===== src/rtl/pportmux.sv =====
// pportmux: two-requester multiplexer/sequencer for the 7-bit parallel-port
// byte stream. TX shares one channel between requesters A and B by inserting
// in-band channel-select (SEL_A/SEL_B) and escape (ESC) codes; RX strips those
// codes and steers payload bytes to the addressed requester.
// Optional feature macro: PPMUX_RXDEMUX_EN (RX code interpretation). When it
// is undefined, RX is a plain one-cycle registered pass-through to A.
module pportmux #(
    parameter int LGBURST = 4
) (
    input  logic       i_clk,
    input  logic       i_rst,
    input  logic       i_a_stb,
    input  logic [6:0] i_a_data,
    output logic       o_a_busy,
    input  logic       i_b_stb,
    input  logic [6:0] i_b_data,
    output logic       o_b_busy,
    output logic       o_pp_stb,
    output logic [6:0] o_pp_data,
    input  logic       i_pp_busy,
    input  logic       i_pp_stb,
    input  logic [6:0] i_pp_data,
    output logic       o_a_rx_stb,
    output logic       o_b_rx_stb,
    output logic [6:0] o_rx_data
);

    localparam logic [6:0] CODE_ESC   = 7'h7d;
    localparam logic [6:0] CODE_SEL_A = 7'h7e;
    localparam logic [6:0] CODE_SEL_B = 7'h7f;
    localparam logic [6:0] CODE_XOR   = 7'h20;

    // Burst limit 2^LGBURST, saturation value and increment in counter width.
    localparam logic [LGBURST:0] BURST_LIM = {1'b1, {LGBURST{1'b0}}};
    localparam logic [LGBURST:0] BURST_SAT = {(LGBURST+1){1'b1}};
    localparam logic [LGBURST:0] BURST_ONE = {{LGBURST{1'b0}}, 1'b1};

    typedef enum logic [1:0] {
        ST_IDLE = 2'd0,
        ST_SEL  = 2'd1,
        ST_ESC  = 2'd2,
        ST_DATA = 2'd3
    } tx_state_t;

    // A byte collides with an in-band code and must be escaped on the wire.
    function automatic logic is_reserved(input logic [6:0] b);
        return (b >= CODE_ESC);
    endfunction

    // ------------------------------------------------------------------
    // TX path
    // ------------------------------------------------------------------
    tx_state_t        state_q, state_d;
    logic             owner_q, owner_d;          // 0 = A, 1 = B
    logic             sel_valid_q, sel_valid_d;  // a SEL has been sent since reset
    logic [LGBURST:0] burst_cnt_q, burst_cnt_d;
    logic             gnt_q, gnt_d;              // requester of the latched byte
    logic [6:0]       byte_q, byte_d;
    logic             esc_q, esc_d;              // latched byte needs escaping
    logic             pp_stb_q, pp_stb_d;
    logic [6:0]       pp_data_q, pp_data_d;

    logic             own_req;
    logic             oth_req;
    logic             grant_valid;
    logic             grant_b;
    logic             burst_clr;
    logic [6:0]       grant_byte;
    logic             accept;
    logic             pp_consume;

    // Arbiter: pick the requester served in IDLE (owner keeps a burst, then yields).
    always_comb begin
        own_req     = owner_q ? i_b_stb : i_a_stb;
        oth_req     = owner_q ? i_a_stb : i_b_stb;
        grant_valid = 1'b0;
        grant_b     = owner_q;
        burst_clr   = 1'b0;
        if (own_req && (burst_cnt_q < BURST_LIM)) begin
            grant_valid = 1'b1;
            grant_b     = owner_q;
        end else if (oth_req) begin
            grant_valid = 1'b1;
            grant_b     = ~owner_q;
        end else if (own_req) begin
            // Owner exhausted its burst but nobody else wants the channel.
            grant_valid = 1'b1;
            grant_b     = owner_q;
            burst_clr   = 1'b1;
        end else begin
            grant_valid = 1'b0;
            grant_b     = owner_q;
        end
    end

    assign grant_byte = grant_b ? i_b_data : i_a_data;
    assign accept     = !i_rst && (state_q == ST_IDLE) && grant_valid;
    assign pp_consume = pp_stb_q && !i_pp_busy;

    // Only the granted requester sees busy low, and only in IDLE outside reset.
    assign o_a_busy = i_rst || (state_q != ST_IDLE) || !(grant_valid && !grant_b);
    assign o_b_busy = i_rst || (state_q != ST_IDLE) || !(grant_valid &&  grant_b);

    // TX sequencer: latch accepted byte, then emit SEL / ESC / DATA as needed.
    always_comb begin
        state_d     = state_q;
        owner_d     = owner_q;
        sel_valid_d = sel_valid_q;
        burst_cnt_d = burst_cnt_q;
        gnt_d       = gnt_q;
        byte_d      = byte_q;
        esc_d       = esc_q;
        pp_stb_d    = pp_stb_q;
        pp_data_d   = pp_data_q;
        case (state_q)
            ST_IDLE: begin
                pp_stb_d = 1'b0;
                if (accept) begin
                    byte_d   = grant_byte;
                    esc_d    = is_reserved(grant_byte);
                    gnt_d    = grant_b;
                    pp_stb_d = 1'b1;
                    // The accepted byte itself is the first of a new run.
                    if ((grant_b != owner_q) || burst_clr) begin
                        burst_cnt_d = BURST_ONE;
                    end else if (burst_cnt_q == BURST_SAT) begin
                        burst_cnt_d = burst_cnt_q;
                    end else begin
                        burst_cnt_d = burst_cnt_q + BURST_ONE;
                    end
                    if ((grant_b != owner_q) || !sel_valid_q) begin
                        state_d   = ST_SEL;
                        pp_data_d = grant_b ? CODE_SEL_B : CODE_SEL_A;
                    end else if (is_reserved(grant_byte)) begin
                        state_d   = ST_ESC;
                        pp_data_d = CODE_ESC;
                    end else begin
                        state_d   = ST_DATA;
                        pp_data_d = grant_byte;
                    end
                end else begin
                    state_d = ST_IDLE;
                end
            end
            ST_SEL: begin
                if (pp_consume) begin
                    owner_d     = gnt_q;
                    sel_valid_d = 1'b1;
                    if (esc_q) begin
                        state_d   = ST_ESC;
                        pp_data_d = CODE_ESC;
                    end else begin
                        state_d   = ST_DATA;
                        pp_data_d = byte_q;
                    end
                end else begin
                    state_d = ST_SEL;
                end
            end
            ST_ESC: begin
                if (pp_consume) begin
                    state_d   = ST_DATA;
                    pp_data_d = byte_q ^ CODE_XOR;
                end else begin
                    state_d = ST_ESC;
                end
            end
            ST_DATA: begin
                if (pp_consume) begin
                    state_d  = ST_IDLE;
                    pp_stb_d = 1'b0;
                end else begin
                    state_d = ST_DATA;
                end
            end
            default: begin
                state_d  = ST_IDLE;
                pp_stb_d = 1'b0;
            end
        endcase
    end

    // TX state registers; reset drops any latched byte and forgets the owner.
    always_ff @(posedge i_clk) begin
        if (i_rst) begin
            state_q     <= ST_IDLE;
            owner_q     <= 1'b0;
            sel_valid_q <= 1'b0;
            burst_cnt_q <= '0;
            gnt_q       <= 1'b0;
            byte_q      <= 7'h00;
            esc_q       <= 1'b0;
            pp_stb_q    <= 1'b0;
            pp_data_q   <= 7'h00;
        end else begin
            state_q     <= state_d;
            owner_q     <= owner_d;
            sel_valid_q <= sel_valid_d;
            burst_cnt_q <= burst_cnt_d;
            gnt_q       <= gnt_d;
            byte_q      <= byte_d;
            esc_q       <= esc_d;
            pp_stb_q    <= pp_stb_d;
            pp_data_q   <= pp_data_d;
        end
    end

    assign o_pp_stb  = pp_stb_q;
    assign o_pp_data = pp_data_q;

    // ------------------------------------------------------------------
    // RX path (independent of TX)
    // ------------------------------------------------------------------
    logic       rx_a_stb_q, rx_a_stb_d;
    logic       rx_b_stb_q, rx_b_stb_d;
    logic [6:0] rx_data_q, rx_data_d;

`ifdef PPMUX_RXDEMUX_EN
    logic       rx_sel_q, rx_sel_d;   // 0 = A, 1 = B
    logic       rx_esc_q, rx_esc_d;

    // RX demux: consume in-band codes, deliver payload to the selected requester.
    always_comb begin
        rx_sel_d   = rx_sel_q;
        rx_esc_d   = rx_esc_q;
        rx_a_stb_d = 1'b0;
        rx_b_stb_d = 1'b0;
        rx_data_d  = rx_data_q;
        if (i_pp_stb) begin
            if (rx_esc_q) begin
                rx_esc_d   = 1'b0;
                rx_a_stb_d = !rx_sel_q;
                rx_b_stb_d = rx_sel_q;
                rx_data_d  = i_pp_data ^ CODE_XOR;
            end else begin
                case (i_pp_data)
                    CODE_SEL_A: rx_sel_d = 1'b0;
                    CODE_SEL_B: rx_sel_d = 1'b1;
                    CODE_ESC:   rx_esc_d = 1'b1;
                    default: begin
                        rx_a_stb_d = !rx_sel_q;
                        rx_b_stb_d = rx_sel_q;
                        rx_data_d  = i_pp_data;
                    end
                endcase
            end
        end else begin
            rx_a_stb_d = 1'b0;
            rx_b_stb_d = 1'b0;
        end
    end

    // RX demux state registers.
    always_ff @(posedge i_clk) begin
        if (i_rst) begin
            rx_sel_q <= 1'b0;
            rx_esc_q <= 1'b0;
        end else begin
            rx_sel_q <= rx_sel_d;
            rx_esc_q <= rx_esc_d;
        end
    end
`else
    // RX pass-through: every received byte goes to A unmodified.
    always_comb begin
        rx_a_stb_d = i_pp_stb;
        rx_b_stb_d = 1'b0;
        rx_data_d  = i_pp_data;
    end
`endif

    // RX output registers (one-cycle latency from i_pp_stb).
    always_ff @(posedge i_clk) begin
        if (i_rst) begin
            rx_a_stb_q <= 1'b0;
            rx_b_stb_q <= 1'b0;
            rx_data_q  <= 7'h00;
        end else begin
            rx_a_stb_q <= rx_a_stb_d;
            rx_b_stb_q <= rx_b_stb_d;
            rx_data_q  <= rx_data_d;
        end
    end

    assign o_a_rx_stb = rx_a_stb_q;
    assign o_b_rx_stb = rx_b_stb_q;
    assign o_rx_data  = rx_data_q;

endmodule


===== config.mk =====
export PLATFORM = sky130hd
export DESIGN_NAME = pportmux
export DESIGN_NICKNAME = d
export VERILOG_FILES = /design/src/rtl/pportmux.sv
export SDC_FILE = /design/constraint.sdc
export NUM_CORES = 1
export LEC_CHECK = 0
export ABC_CLOCK_PERIOD_IN_PS = 3700
export CAP_MARGIN = 25
export CORE_ASPECT_RATIO = 1.4
export CORE_UTILIZATION = 47
export DETAILED_ROUTE_END_ITERATION = 8
export GPL_ROUTABILITY_DRIVEN = 0
export PLACE_DENSITY_LB_ADDON = 0.1
export SYNTH_ARGS = -nofsm -noshare
export SYNTH_HDL_FRONTEND = slang
export SYNTH_SLANG_ARGS = --single-unit

===== constraint.sdc =====
create_clock -name i_clk -period 3.7 [get_ports i_clk]
set_input_delay 0.37 -clock i_clk [delete_from_list [all_inputs] [get_ports i_clk]]
set_output_delay 0.37 -clock i_clk [all_outputs]
set_load 0.02 [all_outputs]

==> out/qor.csv, run 1 <==
stage,metric,value,unit
run_status,status,"finished, final reports clean",
layout,register area,681,um^2
worst_setup_path,CP endpoint kind,primary output,
synth,#FFs+latches synth,34,
synth,Synth Flop Type,dfxtp_1,
synth,syn_nets,273,
grt,GR Overflow Total,0,
cts,Skew-Pair Late Insertion Delay,290,ps
cts,CTS Root Cell,clkbuf_8,
sta,slew of the pin with the lowest slew margin,748,ps
sta,Pins Over Slew Limit,0,
grt,first-pass GRT wire length,7.55,mm
cts,worst-case clock buffer depth,2,
worst_setup_path,kind of critical path,in -> out,
layout,Layout area overhead,27.9,%
placed_design,DP Cell Count,316,
layout,Fill cells,360,
routing,1st-iter DRT viols,35,
sta,unrepaired setup endpoints after global routing,no,
grt,largest net degree at the start of global routing,36,
synth,"Avg Cell Area, Syn",8.13,um^2
sta,final hold slack,455,ps
layout,Final Util,0.632,
synth,Mapped Area,1950,um^2
grt,antenna violations before repair,0,
run,MaxCap Viol Count,0,
sta,Worst slew margin,0.500,
worst_setup_path,worst-case reg-to-reg path depth,7,
cts,# resized after CTS,0,
die,row cnt,27,
layout,layout cells sized above 1,0.107,
layout,post-route insts no fill,324,
grt,met3 GRT Util,0.0511,
placed_design,post-DP HPWL,3.31,mm
hold_path,worst hold start,o_pp_data[4],
power_and_ir_drop,peak supply drop,0.000340,V
synth,Syn. warnings,0,
synth,Area contributors post-synth,"dfxtp_1 35%, a21oi_1 5.6%, nand2_1 5.0%",
synth,number of flops mapped to enable cells by yosys,0,
grt,Total GRT Usage,0.217,
die,Die Area,4420,um^2
die,Die Ht,78.3,um
grt,GRT Max-Usage Layer,met2,
worst_setup_path,Setup crit start kind,primary input,
sta,Final min period,2740,ps
grt,GR Util met2,0.381,
routing,WL final,4.61,mm
worst_setup_path,Required @ worst endpoint,3330,ps
synth,Cell variety after synth,53,
placed_design,number of I/O port buffers,44,
routing,DRC,0,
routing,Routed WL per cell,14.2,um
sta,Setup TNS,0,ps
synth,Post-synth ARST share,0,
layout,# diodes,0,
layout,area of the multi-input gates,1160,um^2
sta,skew final,5.40,ps
cts,# clock sinks,34,
routing,routed via count,1842,
sta,Max Fclk,0.366,GHz
layout,Total Nets Final,313,
grt,vias in the first global route,1728,
worst_setup_path,WP data arrival,2370,ps
worst_setup_path,R2R Path Start,state_q[1],
sta,final hold violation count,0,
die,Die W,56.5,um
cts,Clock Pin Slew Worst Setup and Hold Paths,70,ps
die,I/O pin total,46,
routing,TritonRoute pass-1 iters,4,
cts,H-tree lvl count,2,
die,Core ar.,3950,um^2
sta,Final Setup Violations,0,
synth,Cells after Synth,240,
cts,postcts setup bufs,0,
die,Starting Density,0.494,
sta,Final Cycle Share,0.739,
cts,CTS Buf Count,5,
synth,post-synthesis sequential area ratio,0.349,
power_and_ir_drop,Final Total Pwr,1.02,mW
power_and_ir_drop,power per cell area,409,nW/um^2
routing,Antenna Nets Post-Route,0,
cts,CTS Hold Bufs,0,
worst_setup_path,CP startpoint,i_b_stb,
hold_path,WHS Path Cells,2,
synth,Synth top area share,0.349,
routing,routed vias/inst,5.69,
hold_path,HP Class,reg -> reg,
synth,leading area contributor after synthesis,dfxtp_1,
cts,CTS tree,yes,
power_and_ir_drop,Lkg Pwr,0.986,nW
worst_setup_path,critical-path maximum fanout,19,
grt,M1 GR Usage,0.247,
routing by layer:
layer | share of wire | up-vias
li1 | - | 921
met3 | 0.036 | 12
met5 | 0 | -
met2 | 0.51 | 50
met1 | 0.43 | 859
met4 | 0.024 | 0
power by group:
part	leakage, nW	internal (mW)	switching [mW]
combinational	0.659	0.139	0.166
sequential	0.280	0.402	0.0213
clock	0.0472	0.150	0.143
placed cells by master (no fill, tap or decap), types with 2 or more instances in the layout:
cell type and instances:
nor2b_1 9, nand2b_1 9, a21o_1 2, nand3_1 2, inv_1 8, dfxtp_1 34, a21oi_1 22, a21oi_2 3
a311oi_1 2, o211ai_1 4, o21a_1 2, ha_1 6, xor2_1 3, o21ai_0 12, a211oi_1 3, o32ai_1 6
buf_4 5, o211a_1 2, a21o_2 3, nand2_1 26, nor2_1 23, nor3_1 5, mux2i_1 9, o21bai_1 2
clkbuf_8 6, clkdlybuf4s50_1 44, or2_2 3
worst max-delay path, cell delays in order:
cell and delay (ps):
clkdlybuf4s50_1 450, buf_4 210, nand2b_1 100, a21boi_0 290
or2_2 230, nand2b_1 110, clkdlybuf4s50_1 590
worst paths after layout:
check	to	slack, ps
worst max-delay path	o_a_busy	960
worst min-delay path	o_pp_data[4]	450
worst max register to register	o_pp_data[1]	1290
worst min register to register	o_pp_data[4]	450
sequential cells by signal (all words and copies together), names as in the netlist:
signal	flops
burst_cnt_q	5
byte_q	7
esc_q	1
gnt_q	1
o_a_rx_stb	1
o_pp_data	7
o_pp_stb	1
o_rx_data	7
owner_q	1
sel_valid_q	1
state_q	2
cell type report:
cell class	instances	share of cell area
clock buffer	6	0.0331
sequential	34	0.273
tap	43	0.0215
clock inverter	2	0.00501
inverter	8	0.0120
multi-input combinational	182	0.464
timing repair buffer	49	0.191
kinds of logic after synthesis:
logic type               synth area share
AO/OA/AOI/OAI                       0.263
AND/OR/NAND/NOR                     0.223
flip-flops                          0.349
adder cells (fa/ha/maj)            0.0385
other                             0.00192
XOR/XNOR                           0.0218
multiplexers                       0.0462
buffers and inverters              0.0570
cell usage after synthesis, types with 3 or more instances:
cell type / n
ha_1: 6
nand2_1: 26
clkbuf_1: 9
o211ai_1: 4
or2_2: 3
nor2_1: 23
inv_1: 8
nor3_1: 5
mux2i_1: 9
a21oi_1: 22
a211oi_1: 3
nand2b_1: 9
a21oi_2: 3
nor2b_1: 9
xor2_1: 3
o21ai_0: 12
a21o_2: 3
o32ai_1: 6
dfxtp_1: 34
buf_4: 3
per-stage QoR:
step | instance area (um^2) | worst slack (ps)
after floorplan | 1950 | 1760
after global placement | 2400 | 1010
after detailed placement | 2400 | 971
after CTS | 2500 | 965
after global routing | 2500 | 811
final | 2500 | 964
(Power assumes the default switching activity.)
==> run 2: changes to the inputs <==
--- a/config.mk
+++ b/config.mk
@@ -5,10 +5,10 @@
 export SDC_FILE = /design/constraint.sdc
 export NUM_CORES = 1
 export LEC_CHECK = 0
-export ABC_CLOCK_PERIOD_IN_PS = 3700
+export ABC_CLOCK_PERIOD_IN_PS = 2300
 export CAP_MARGIN = 25
 export CORE_ASPECT_RATIO = 1.4
-export CORE_UTILIZATION = 47
+export CORE_UTILIZATION = 45
 export DETAILED_ROUTE_END_ITERATION = 8
 export GPL_ROUTABILITY_DRIVEN = 0
 export PLACE_DENSITY_LB_ADDON = 0.1
==> constraint.sdc (replaced) <==
create_clock -name i_clk -period 2.3 [get_ports i_clk]
set_input_delay 0.23 -clock i_clk [delete_from_list [all_inputs] [get_ports i_clk]]
set_output_delay 0.23 -clock i_clk [all_outputs]
set_load 0.02 [all_outputs]
==> out/qor.csv, run 2 (synthesized netlist as in run 1, its figures left out) <==
stage,metric,value,unit
worst_setup_path,CP startpoint,owner_q,
die,Core ar.,4200,um^2
grt,Total GRT Usage,0.225,
sta,Max Fclk,0.453,GHz
worst_setup_path,Most common cell on crit path,nand2b_1,
routing,WL final,4.90,mm
worst_setup_path,kind of critical path,reg -> out,
cts,postcts setup bufs,0,
worst_setup_path,worst-case reg-to-reg path depth,7,
die,I/O pin total,46,
die,Die Area,4610,um^2
cts,CTS Buf Count,5,
sta,Final Cycle Share,0.960,
worst_setup_path,r2r endpoint,o_pp_data[1],
layout,"commonest non-fill, non-tap cell in the layout",clkdlybuf4s50_1,
routing,Routed WL per cell,14.4,um
sta,final hold violation count,0,
die,Die W,57.7,um
worst_setup_path,critical-path maximum fanout,10,
cts,# clock sinks,34,
worst_setup_path,Setup crit start kind,flop,
sta,Worst slew margin,0.598,
routing,routed via count,1909,
routing,routed vias/inst,5.61,
sta,final worst setup slack,91.9,ps
grt,antenna violations before repair,0,
layout,layout cells sized above 1,0.156,
die,row cnt,28,
run,MaxCap Viol Count,0,
grt,GRT Max-Usage Layer,met2,
placed_design,number of I/O port buffers,44,
placed_design,Placement Setup Slack,41.4,ps
power_and_ir_drop,Lkg Pwr,1.08,nW
sta,slew of the pin with the lowest slew margin,587,ps
grt,vias in the first global route,1795,
routing,1st-iter DRT viols,98,
grt,largest net degree at the start of global routing,34,
run_status,status,"finished, violations left",
grt,met3 GRT Util,0.0486,
die,Die Ht,79.9,um
worst_setup_path,CP endpoint kind,primary output,
grt,GR Util met2,0.422,
grt,first-pass GRT wire length,7.91,mm
sta,Final min period,2210,ps
sta,Setup TNS,0,ps
layout,"commonest cells after routing, fill and taps aside","43 x clkdlybuf4s50_1, 32 x dfxtp_1, 26 x nand2_1, 22 x nor2_1, 22 x a21oi_1",
power_and_ir_drop,power per cell area,661,nW/um^2
cts,worst-case clock buffer depth,2,
worst_setup_path,"slowest stage delay, CP",530,ps
hold_path,HP Class,reg -> reg,
layout,# diodes,0,
layout,Final Util,0.630,
worst_setup_path,R2R Path Start,state_q[0],
worst_setup_path,critical-path cell list,"nand2b_1, a21boi_1, or2_2, nand2b_1, clkdlybuf4s50_1",
placed_design,post-DP HPWL,3.79,mm
layout,Layout area overhead,35.7,%
cts,H-tree lvl count,2,
grt,M1 GR Usage,0.233,
sta,skew final,4.95,ps
worst_setup_path,slowest CP cell,clkdlybuf4s50_1,
run_status,failing checks,design-rule violations,
cts,Skew-Pair Late Insertion Delay,280,ps
worst_setup_path,Required @ worst endpoint,2070,ps
power_and_ir_drop,Final Total Pwr,1.75,mW
power_and_ir_drop,peak supply drop,0.000381,V
worst_setup_path,WP data arrival,1980,ps
cts,CTS tree,yes,
routing,TritonRoute pass-1 iters,6,
grt,GR Overflow Total,0,
sta,unrepaired setup endpoints after global routing,no,
layout,Total Nets Final,327,
die,Starting Density,0.464,
cts,Clock Pin Slew Worst Setup and Hold Paths,70,ps
sta,Pins Over Slew Limit,0,
sta,Final Setup Violations,0,
worst_setup_path,Worst Setup EP,o_a_busy,
cts,CTS Root Cell,clkbuf_8,
routing,Antenna Nets Post-Route,0,
layout,Fill cells,398,
routing,DRC,2,
worst_setup_path,R2R Setup Slk,160,ps
==> run 2: cell count changes in the layout (fill, tap and decap cells not counted), moves of 2 or more <==
cell,before,now
clkbuf_1,0,2
dfxtp_1,34,32
buf_4,5,18
dfxtp_2,0,2
==> run 2: critical path: cells and delay by family, from the launching register on <==
family	cells	cell delay [ps]
flip-flops	1	450
buffers and inverters	1	530
AND/OR/NAND/NOR	3	640
AO/OA/AOI/OAI	1	70
==> run 2: area by class of cell <==
class	count	area (um^2)	area share
clock inverters	1	30.0	0.0113
flip-flops and latches	34	683	0.258
clock buffers	7	76.3	0.0288
multi-input cells	182	1170	0.444
inverters	8	30.0	0.0113
well taps	45	56.3	0.0213
repair buffers	63	598	0.226
==> run 2: power breakdown <==
part,switching (mW),total (mW),internal [mW],leakage (nW)
clock,0.206,0.530,0.324,0.0524
combinational,0.279,0.539,0.260,0.742
sequential,0.0355,0.683,0.648,0.281
total,0.520,1.75,1.23,1.08
==> run 2: what timing repair did <==
| item | in CTS | in global routing |
|---|---|---|
| hold buffers | 0 | 0 |
| resized for setup | 2 | 4 |
| endpoints found under the setup margin | 2 | 2 |
==> run 2: through the flow <==
step           hold slack, ps  std cells  area (um^2)
3_5_place_dp              448        332         2520
3_3_place_gp              441        332         2520
4_1_cts                   457        340         2630
2_1_floorplan             358        240         1950
5_1_grt                   477        340         2650
6_report                  454        340         2650
==> run 2: worst min-delay path by stage <==
| stage | from | end | slack, ps | depth (start not counted) |
|---|---|---|---|---|
| after floorplan | i_pp_stb | o_a_rx_stb | 360 | 1 |
| after global placement | o_pp_data[5] | o_pp_data[5] | 440 | 2 |
| after detailed placement | o_pp_data[4] | o_pp_data[4] | 450 | 2 |
| after CTS | o_pp_data[4] | o_pp_data[4] | 460 | 2 |
| after global routing | o_pp_data[5] | o_pp_data[5] | 480 | 2 |
| final | o_pp_data[4] | o_pp_data[4] | 450 | 2 |
==> run 2: routing by layer <==
| metal | routed length, um | vias up |
|---|---|---|
| met1 | 1880 | 885 |
| li1 | - | 952 |
| met2 | 2630 | 59 |
| met3 | 244 | 13 |
| met5 | 0 | - |
| met4 | 148 | 0 |
